--- config.mk ---
export PLATFORM = sky130hd
export DESIGN_NAME = vlc_bit_packer
export DESIGN_NICKNAME = d
export VERILOG_FILES = /design/src/rtl/vlc_pkg.sv /design/src/rtl/vlc_word_fifo.sv /design/src/rtl/vlc_bit_packer.sv
export SDC_FILE = /design/constraint.sdc
export NUM_CORES = 1
export LEC_CHECK = 0
export ABC_AREA = 1
export CAP_MARGIN = 20
export CORE_ASPECT_RATIO = 1.1
export CORE_MARGIN = 3
export CORE_UTILIZATION = 50
export CTS_CLUSTER_SIZE = 30
export DETAILED_ROUTE_END_ITERATION = 10
export PLACE_DENSITY = 0.72
export SLEW_MARGIN = 20
export SYNTH_ARGS = -nofsm -noshare
export SYNTH_HDL_FRONTEND = slang
export SYNTH_SLANG_ARGS = --single-unit
export TNS_END_PERCENT = 100
--- constraint.sdc ---
create_clock -name clk -period 3 [get_ports clk]
set_clock_uncertainty 0.2 [all_clocks]
set_input_delay 0.3 -clock clk [delete_from_list [all_inputs] [get_ports clk]]
set_output_delay 0.3 -clock clk [all_outputs]
set_load 0.005 [all_outputs]
--- src/rtl/vlc_pkg.sv ---
// Shared constants and types for the VLC bit packer and the entropy coders feeding it.
package vlc_pkg;

  localparam int unsigned WORD_W  = 32;
  localparam int unsigned ACC_W   = 64;
  localparam int unsigned MAX_LEN = 32;
  localparam int unsigned FILL_W  = 7;

  typedef enum logic [1:0] {
    RUN   = 2'd0,
    DRAIN = 2'd1,
    PAD   = 2'd2,
    DONE  = 2'd3
  } state_t;

  typedef struct packed {
    logic              last;
    logic [WORD_W-1:0] data;
  } word_t;

endpackage

--- src/rtl/vlc_word_fifo.sv ---
// Show-ahead synchronous FIFO holding packed output words; head entry is always visible on rd_data.
module vlc_word_fifo #(
  parameter int unsigned WIDTH = 33,
  parameter int unsigned DEPTH = 4
) (
  input  logic             clk,
  input  logic             reset_n,
  input  logic             push,
  input  logic [WIDTH-1:0] wr_data,
  input  logic             pop,
  output logic [WIDTH-1:0] rd_data,
  output logic             full,
  output logic             empty
);

  localparam int unsigned PTR_W = (DEPTH > 1) ? $clog2(DEPTH) : 1;
  localparam int unsigned CNT_W = PTR_W + 1;

  logic [WIDTH-1:0] mem [DEPTH];
  logic [PTR_W-1:0] wr_ptr;
  logic [PTR_W-1:0] rd_ptr;
  logic [CNT_W-1:0] count;
  logic [CNT_W-1:0] count_next;
  logic             do_push;
  logic             do_pop;

  // A push into a full FIFO is allowed only when the head leaves on the same edge.
  always_comb begin
    do_pop     = pop && !empty;
    do_push    = push && (!full || do_pop);
    count_next = count;
    if (do_push && !do_pop) begin
      count_next = count + CNT_W'(1);
    end else if (do_pop && !do_push) begin
      count_next = count - CNT_W'(1);
    end
  end

  always_ff @(posedge clk or negedge reset_n) begin
    if (!reset_n) begin
      for (int i = 0; i < int'(DEPTH); i++) begin
        mem[i] <= '0;
      end
      wr_ptr <= '0;
      rd_ptr <= '0;
      count  <= '0;
      full   <= 1'b0;
      empty  <= 1'b1;
    end else begin
      if (do_push) begin
        mem[wr_ptr] <= wr_data;
        wr_ptr      <= wr_ptr + PTR_W'(1);
      end
      if (do_pop) begin
        rd_ptr <= rd_ptr + PTR_W'(1);
      end
      count <= count_next;
      full  <= (count_next == CNT_W'(DEPTH));
      empty <= (count_next == '0);
    end
  end

  assign rd_data = mem[rd_ptr];

endmodule

--- src/rtl/vlc_bit_packer.sv ---
// Concatenates (value, length) codewords MSB-first into 32-bit words, with flush/zero-pad
// of the final partial word and a small backpressured output FIFO.
module vlc_bit_packer
  import vlc_pkg::*;
#(
  parameter int unsigned FIFO_DEPTH = 4
) (
  input  logic              clk,
  input  logic              reset_n,
  input  logic              in_valid,
  output logic              in_ready,
  input  logic [WORD_W-1:0] in_code,
  input  logic [31:0]       in_len,
  input  logic              flush,
  output logic              out_valid,
  input  logic              out_ready,
  output logic [WORD_W-1:0] out_data,
  output logic              out_last,
  output logic              flush_done,
  output logic [31:0]       bit_count,
  output logic              len_err
);

  state_t             state;
  state_t             state_next;
  logic [ACC_W-1:0]   acc;
  logic [ACC_W-1:0]   acc_next;
  logic [ACC_W-1:0]   acc_base;
  logic [FILL_W-1:0]  fill;
  logic [FILL_W-1:0]  fill_next;
  logic [FILL_W-1:0]  fill_base;
  logic [ACC_W-1:0]   code_mask;
  logic [ACC_W-1:0]   code_left;
  logic [FILL_W-1:0]  left_shamt;
  logic               len_ok;
  logic               take;
  logic               accept;
  logic               bad_len;
  logic               emit;
  logic               pad_push;
  logic               fifo_push;
  logic               fifo_full;
  logic               fifo_empty;
  word_t              push_entry;
  word_t              head_entry;

  // Datapath: emit a full word, then merge the incoming codeword behind whatever remains.
  always_comb begin
    len_ok     = (in_len <= 32'(MAX_LEN));
    take       = in_valid && in_ready && !((state == RUN) && flush);
    accept     = take && len_ok;
    bad_len    = take && !len_ok;

    code_mask  = (ACC_W'(1) << in_len[5:0]) - ACC_W'(1);
    left_shamt = FILL_W'(ACC_W) - {1'b0, in_len[5:0]};
    code_left  = (ACC_W'(in_code) & code_mask) << left_shamt;

    emit       = (fill >= FILL_W'(WORD_W)) && !fifo_full && ((state == RUN) || (state == DRAIN));
    pad_push   = (state == PAD) && !fifo_full;

    acc_base   = emit ? (acc << WORD_W) : acc;
    fill_base  = emit ? (fill - FILL_W'(WORD_W)) : fill;
    acc_next   = acc_base;
    fill_next  = fill_base;

    if (accept) begin
      acc_next  = acc_base | (code_left >> fill_base);
      fill_next = fill_base + FILL_W'(in_len[5:0]);
    end
    if (pad_push || (state == DONE)) begin
      acc_next  = '0;
      fill_next = '0;
    end

    fifo_push       = emit || pad_push;
    push_entry.last = pad_push;
    push_entry.data = acc[ACC_W-1 -: WORD_W];
  end

  // Flush sequencing: drain whole words, pad any remainder, then report completion.
  always_comb begin
    state_next = state;
    unique case (state)
      RUN: begin
        if (flush) state_next = DRAIN;
      end
      DRAIN: begin
        if (fill >= FILL_W'(WORD_W)) state_next = DRAIN;
        else if (fill != '0)         state_next = PAD;
        else                         state_next = DONE;
      end
      PAD: begin
        if (!fifo_full) state_next = DONE;
      end
      DONE: begin
        state_next = RUN;
      end
      default: state_next = RUN;
    endcase
  end

  always_ff @(posedge clk or negedge reset_n) begin
    if (!reset_n) begin
      state      <= RUN;
      acc        <= '0;
      fill       <= '0;
      in_ready   <= 1'b0;
      flush_done <= 1'b0;
      bit_count  <= '0;
      len_err    <= 1'b0;
    end else begin
      state      <= state_next;
      acc        <= acc_next;
      fill       <= fill_next;
      in_ready   <= (state_next == RUN) && (fill_next < FILL_W'(WORD_W));
      flush_done <= (state_next == DONE);
      if (accept) begin
        bit_count <= bit_count + in_len;
      end
      if (bad_len) begin
        len_err <= 1'b1;
      end
    end
  end

  vlc_word_fifo #(
    .WIDTH ($bits(word_t)),
    .DEPTH (FIFO_DEPTH)
  ) u_fifo (
    .clk     (clk),
    .reset_n (reset_n),
    .push    (fifo_push),
    .wr_data (push_entry),
    .pop     (out_ready),
    .rd_data (head_entry),
    .full    (fifo_full),
    .empty   (fifo_empty)
  );

  assign out_valid = !fifo_empty;
  assign out_data  = head_entry.data;
  assign out_last  = head_entry.last;

endmodule

After elaboration in Yosys (flattened, before gate mapping):

Index checks and enable logic that the tools add are counted.

* flip-flop bits (word level): 249
* latch bits: 0
* RAM bits: 0
* memory bits (read-only): 0
* bits of input ports: 69
* output and inout bits: 69
* memories kept: 0

* add/sub/neg operators: 9
* multiply operators: 0
* divide/modulo/power cells: 0
* $lt $le $gt $ge: 6
* equal/unequal tests: 5
* shift-type cells: 3
* multiplexer cells: 19
* bitwise operators: 4
* reduce and logical (&&, ||, !) cells: 28

Operators with widths (count)
* 64-bit 2-to-1 mux: 3
* 132-bit bitwise mux: 1
* 33-bit 2-to-1 mux: 3
* 33-bit binary-select mux with 2-bit select: 1
* 33-bit demux with 2-bit select: 1
* 32-bit by 64-bit bitwise AND with 64-bit output: 1
* 64-bit bitwise OR: 1
* 1-bit by 6-bit left shift with 64-bit output, first input constant: 1
* 64-bit by 7-bit left shift with 64-bit output: 1
* 64-bit by 7-bit right shift with 64-bit output: 1
* 64-bit by 2-bit subtractor with 64-bit output, second input constant: 1
* 32-bit adder: 1
* 32-bit by 6-bit less-or-equal comparator with 1-bit output, second input constant: 1
* 7-bit 2-to-1 mux: 3
* 1-bit logical AND: 14
* 2-bit case mux with 4 select lines: 1
* 7-bit by 6-bit adder with 7-bit output: 1
* 7-bit by 6-bit greater-or-equal comparator with 1-bit output, second input constant: 1
* 7-bit by 6-bit less-than comparator with 1-bit output, second input constant: 1
* 7-bit nonzero test: 1
* 7-bit by 6-bit subtractor with 7-bit output, first input constant: 1
* 7-bit by 6-bit subtractor with 7-bit output, second input constant: 1
* 2-bit == test, second input constant: 3
* 3-bit greater-or-equal comparator, second input constant: 2
* 14 further kinds: 28

Longest topological paths before layout:

* depth after elaboration: 10
* depth in mapped cells: 35
* mapped depth without buffers: 32

Cells and area by module:

From an unflattened synthesis, not the netlist that was laid out.

* cells, all modules: 3214
* area total of the unflattened synthesis: 21197.8 um^2

Modules (own cells, without submodules)
* vlc_bit_packer: instances 1, cells each 2499, area an instance 14931.8 um^2, sequential area each 2702.6 um^2
* vlc_word_fifo: instances 1, cells each 715, area an instance 6266.0 um^2, sequential area each 3529.6 um^2

Least setup slack after synthesis:

OpenSTA, ideal clock, no wires.

* path kind: in2reg
* from: input port in_len[0]
* to: register acc[4]
* arrival time: 3.719 ns
* data required time: 2.722 ns
* setup slack: -0.997 ns
* stages on the path: 28
* cells stage by stage: inv_1 > buf_2 > buf_2 > buf_1 > ha_1 > ha_1 > nand2_2 > inv_1 > nand2_1 > ha_1 > or2_0 > nand2_1 > nand3_1 > o21ai_1 > o21ai_0 > o21ai_1 > nand2_1 > nand2_1 > nand2_1 > nand3_1 > nand3_1 > nand3_1 > nand2_1 > o21ai_2 > nand3_1 > nand3_1 > nand2_1 > a21oi_1

* cells in the longest elaborated chain, start to end: 8
* elaborated cells on any way between the ends: 11
* those cells by class: add/sub: 2; order compare: 1; shift: 3; mux: 2; bitwise: 2; reduce/logical: 1

Ends and longest elaborated chain
* start, declared: line vlc_bit_packer.sv:13 `input logic [31:0] in_len,`
* 1-bit by 6-bit left shift with 64-bit output: line vlc_bit_packer.sv:54 `code_mask = (ACC_W'(1) << in_len[5:0]) - ACC_W'(1);`
* 64-bit by 2-bit subtractor with 64-bit output: line vlc_bit_packer.sv:54
* 32-bit by 64-bit bitwise AND with 64-bit output: line vlc_bit_packer.sv:56 `code_left = (ACC_W'(in_code) & code_mask) << left_shamt;`
* 64-bit by 7-bit left shift with 64-bit output: line vlc_bit_packer.sv:56
* 64-bit by 7-bit right shift with 64-bit output: line vlc_bit_packer.sv:67 `acc_next = acc_base | (code_left >> fill_base);`
* 64-bit bitwise OR: line vlc_bit_packer.sv:67
* 64-bit 2-to-1 mux (*): line vlc_bit_packer.sv:66 `if (accept) begin`
* 64-bit 2-to-1 mux (*): line vlc_bit_packer.sv:70 `if (pad_push || (state == DONE)) begin`
* named net acc_next[4]: line vlc_bit_packer.sv:27 `logic [ACC_W-1:0] acc_next;`
* end signal, assigned: line vlc_bit_packer.sv:113 `acc <= acc_next;`
* end, declared: line vlc_bit_packer.sv:26 `logic [ACC_W-1:0] acc;`

Mark *: on every way through the listed nets, which the timed path passes. The rest lies on a longest branch.
A chain may end at the register's enable or synchronous reset.

Final worst setup path:

* from: input port in_len[0]
* to: register acc[6]

Same word-level chain as after synthesis.

==> metrics.md <==
| Metric | Value |
|---|---|
| Switching pwr | 6610 µW |
| Final period util | 117% |
| Clock Sinks | 249 |
| Initial Util | about 51% |
| Synth area leader | dfrtp_1 |
| Root buffer cell | clkbuf_16 |
| Slew @ Worst Pin | 0.954 ns |
| Number of synthesized flops with an enable pin | 0 |
| GRT Total Usage | 38.0% |
| Power per cell area | 513 nW/µm² |
| Tmin final | 3.50 ns |
| R2r setup slk | -0.19 ns |
| First-pass GRT wire length | 138,000 µm |
| Sequential power share | 27.5% |
| Routed WL per cell | 21.1 µm |
| Initial DRC count | around 2,700 |
| Combinational power share | 50.6% |
| CP Launch Type | primary input |
| Nets@finish | 3,766 |
| Sw frac | 42.9% |
| Syn Inst Count | between 3,000 and 4,000 |
| CP endpoint kind | flip-flop |
| Synth Register Bits | 249 |
| Final worst setup slack | -0.503 ns |
| HPWL after DPL | 65,900 µm |
| Worst Path Arrival | 3.79 ns |
| P_leak | 0.0140 µW |
| Yosys warnings | 0 |
| CTS tree | done |
| Drt drc | 0 |
| Peak supply drop | 0.513 mV |
| Final ANT Viol Nets | 0 |
| Core ar. | 41,400 µm² |
| Number of global-route vias before repair | 25,200 |
| Asr flop ratio synth | 100% |
| Synth area leaders | dfrtp_1 (30%), nand3_1 (20%), nand2_1 (15%) |
| Violated checks | negative setup slack |
| Via count | approximately 26,000 |
| Maxcap violations | 0 |
| Status | finished with violations |
| Die Y-Extent | 221 µm |
| Synth top area share | 29.6% |
| Slowest cell on the critical path | nor2_4 |
| H-tree depth | 1 |
| Most common cell after layout, fill and taps aside | nand2_1 |
| Hold Crit Class | primary input to asynchronous set/reset pin |
| Kind of critical path | primary input to flip-flop |
| Synth cell types | 50 |
| DIE AREA | 44,500 µm² |
| Hold Fails Final Rpt | 0 |
| Layout cells sized above 1 | 33.4% |
| Area Overhead vs Synth | 43.3% |
| WL met3 | 5820 µm |
| CTS max path bufs | 3 |
| Worst Path Max Fanout | 5 |
| Ant diodes | 0 |
| Cell mode on critical path | nand3_2 |
| Largest net degree at the start of global routing | 97 |
| CTS clk-pin slew, worst paths | 0.06 ns |
| Endpoints failing setup | 70 |
| Clock insertion delay at the later pin of the skew report | approximately 0.55 ns |
| DRT Wirelength | around 90,000 µm |
| Fmax | 285 MHz |
| CP required | 3.28 ns |
| WL met2 | 43,300 µm |
| Setup TNS | -27.09 ns |
| Main synth FF type | dfrtp_1 |
| Syn Area/Cell | roughly 6.4 µm² |
| Mapped Area | about 21,000 µm² |
| RSZ-0062 raised after global routing | yes |
| Top Layer Used | met4 |
| Std-Cell Rows | 78 |
| Vias per inst | 6.20 |
| Post-synthesis sequential area ratio | 29.7% |
| DIE WIDTH | 201 µm |
| Syn_nets | 3,422 |
| Total gr overflow | 0 |
| Initial antenna violation count | 0 |
| DR pass1 iterations | 6 |
| Placer Congestion | 1.07 |
| Int Power | between 8000 and 9000 µW |
| Slew Viols, Final | 0 |
| CTS buffer count | 27 |
| Port bufs | 137 |
| Slew margin rel. | 36.4% |
| Clock share of power | 21.9% |
| M1 WL | 33,600 µm |
| Most frequent cells in the layout | nand2_1 (692), nand3_1 (425), nand3_2 (383) |
| I/O pin cnt | 138 |
| Crit-path max cell delay | ~0.19 ns |
| Worst hold slack | 0.152 ns |
| FILL cells | approximately 3,300 |
-- stage by stage --
step	cell area, µm²	utilization [%]	total power, µW	std cells	worst slack, ns
after floorplan	21200	-	8240	3300	-0.525
after global placement	25400	61.4	10900	4139	-1.79
after detailed placement	25400	61.4	11200	4139	-1.80
after CTS	28900	69.8	15100	4220	-0.389
after global routing	30100	72.7	16300	4225	-0.722
final	30100	72.7	15400	4225	-0.503
-- path summary, 6_finish.rpt --
kind	cells after the start	endpoint	from
hold reg to reg	1	len_err	len_err
setup reg to reg	19	bit_count[29]	bit_count[1]
setup / recovery	30	acc[6]	in_len[0]
hold / removal	2	acc[43]	reset_n
max in group asynchronous	3	fill[2]	reset_n
min in group clk	5	fill[1]	in_len[1]
-- critical path, delay by kind of cell --
family	cells	cell delay, ns
fa+ha+maj	2	0.32
buf+inv	5	0.45
simple gates	22	2.57
compound gates	1	0.14
-- cells in the mapped netlist, types with 5 or more instances --
cell	count
nand4_1	107
nand3_1	826
xnor2_1	11
inv_2	6
dfrtp_1	248
o22ai_1	35
nand2_1	831
nand2_2	23
nor4_1	7
buf_2	61
buf_1	27
nand3_2	32
inv_1	155
nor2_1	188
xor2_1	24
o31ai_1	5
nor2_4	7
o21ai_1	22
a21oi_1	145
o21ai_0	294
nor2_2	19
clkbuf_1	123
ha_1	51
-- what timing repair did --
item / CTS / global route
pin swaps: 191 / 159
endpoints found under the hold margin: 87 / 0
gates resized for setup: 550 / 258
hold buffers: 1 / 0
setup endpoints to repair: 109 / 224
setup buffers: 31 / 6
-- per-layer routing --
layer,global-route usage (%),up-vias
li1,-,12000
met1,46.1,12500
met2,65.3,1342
met3,4.65,330
met4,21.8,0
met5,0,-
-- cells by family (layout without fill, tap and decap cells) --
kind of cell	Yosys count	after routing	synth area share [%]
AO/OA/AOI/OAI	527	527	13.2
AND/OR/NAND/NOR	2054	2054	45.0
buffers and inverters	382	747	7.40
XOR/XNOR	35	35	1.46
adder cells (fa/ha/maj)	53	53	3.23
flip-flops	249	249	29.7
-- area by class of cell --
cell class / instances / area [µm²] / area share [%]
flip-flops and latches: 249 / 6240 / 20.8
multi-input cells: 2669 / 16800 / 55.7
well taps: 560 / 701 / 2.33
clock inverters: 9 / 134 / 0.445
repair buffers: 533 / 4820 / 16.0
inverters: 164 / 639 / 2.13
clock buffers: 41 / 778 / 2.59
-- flip-flops by register name, summed over array words and instances, names as in the netlist --
name / flops
acc: 64
bit_count: 32
fill: 7
flush_done: 1
in_ready: 1
len_err: 1
state: 2
u_fifo.count: 3
u_fifo.empty: 1
u_fifo.full: 1
u_fifo.mem: 132
u_fifo.rd_ptr: 2
u_fifo.wr_ptr: 2
-- power by group through the flow --
stage	Clock (µW)	Combinational, µW	Sequential (µW)
floorplan	0	4040	4200
global placement	0	6710	4230
detailed placement	0	6880	4280
CTS	3420	7410	4230
global route	3550	8440	4300
finish	3380	7800	4250
No activity file was read; power rests on OpenSTA's default activity.
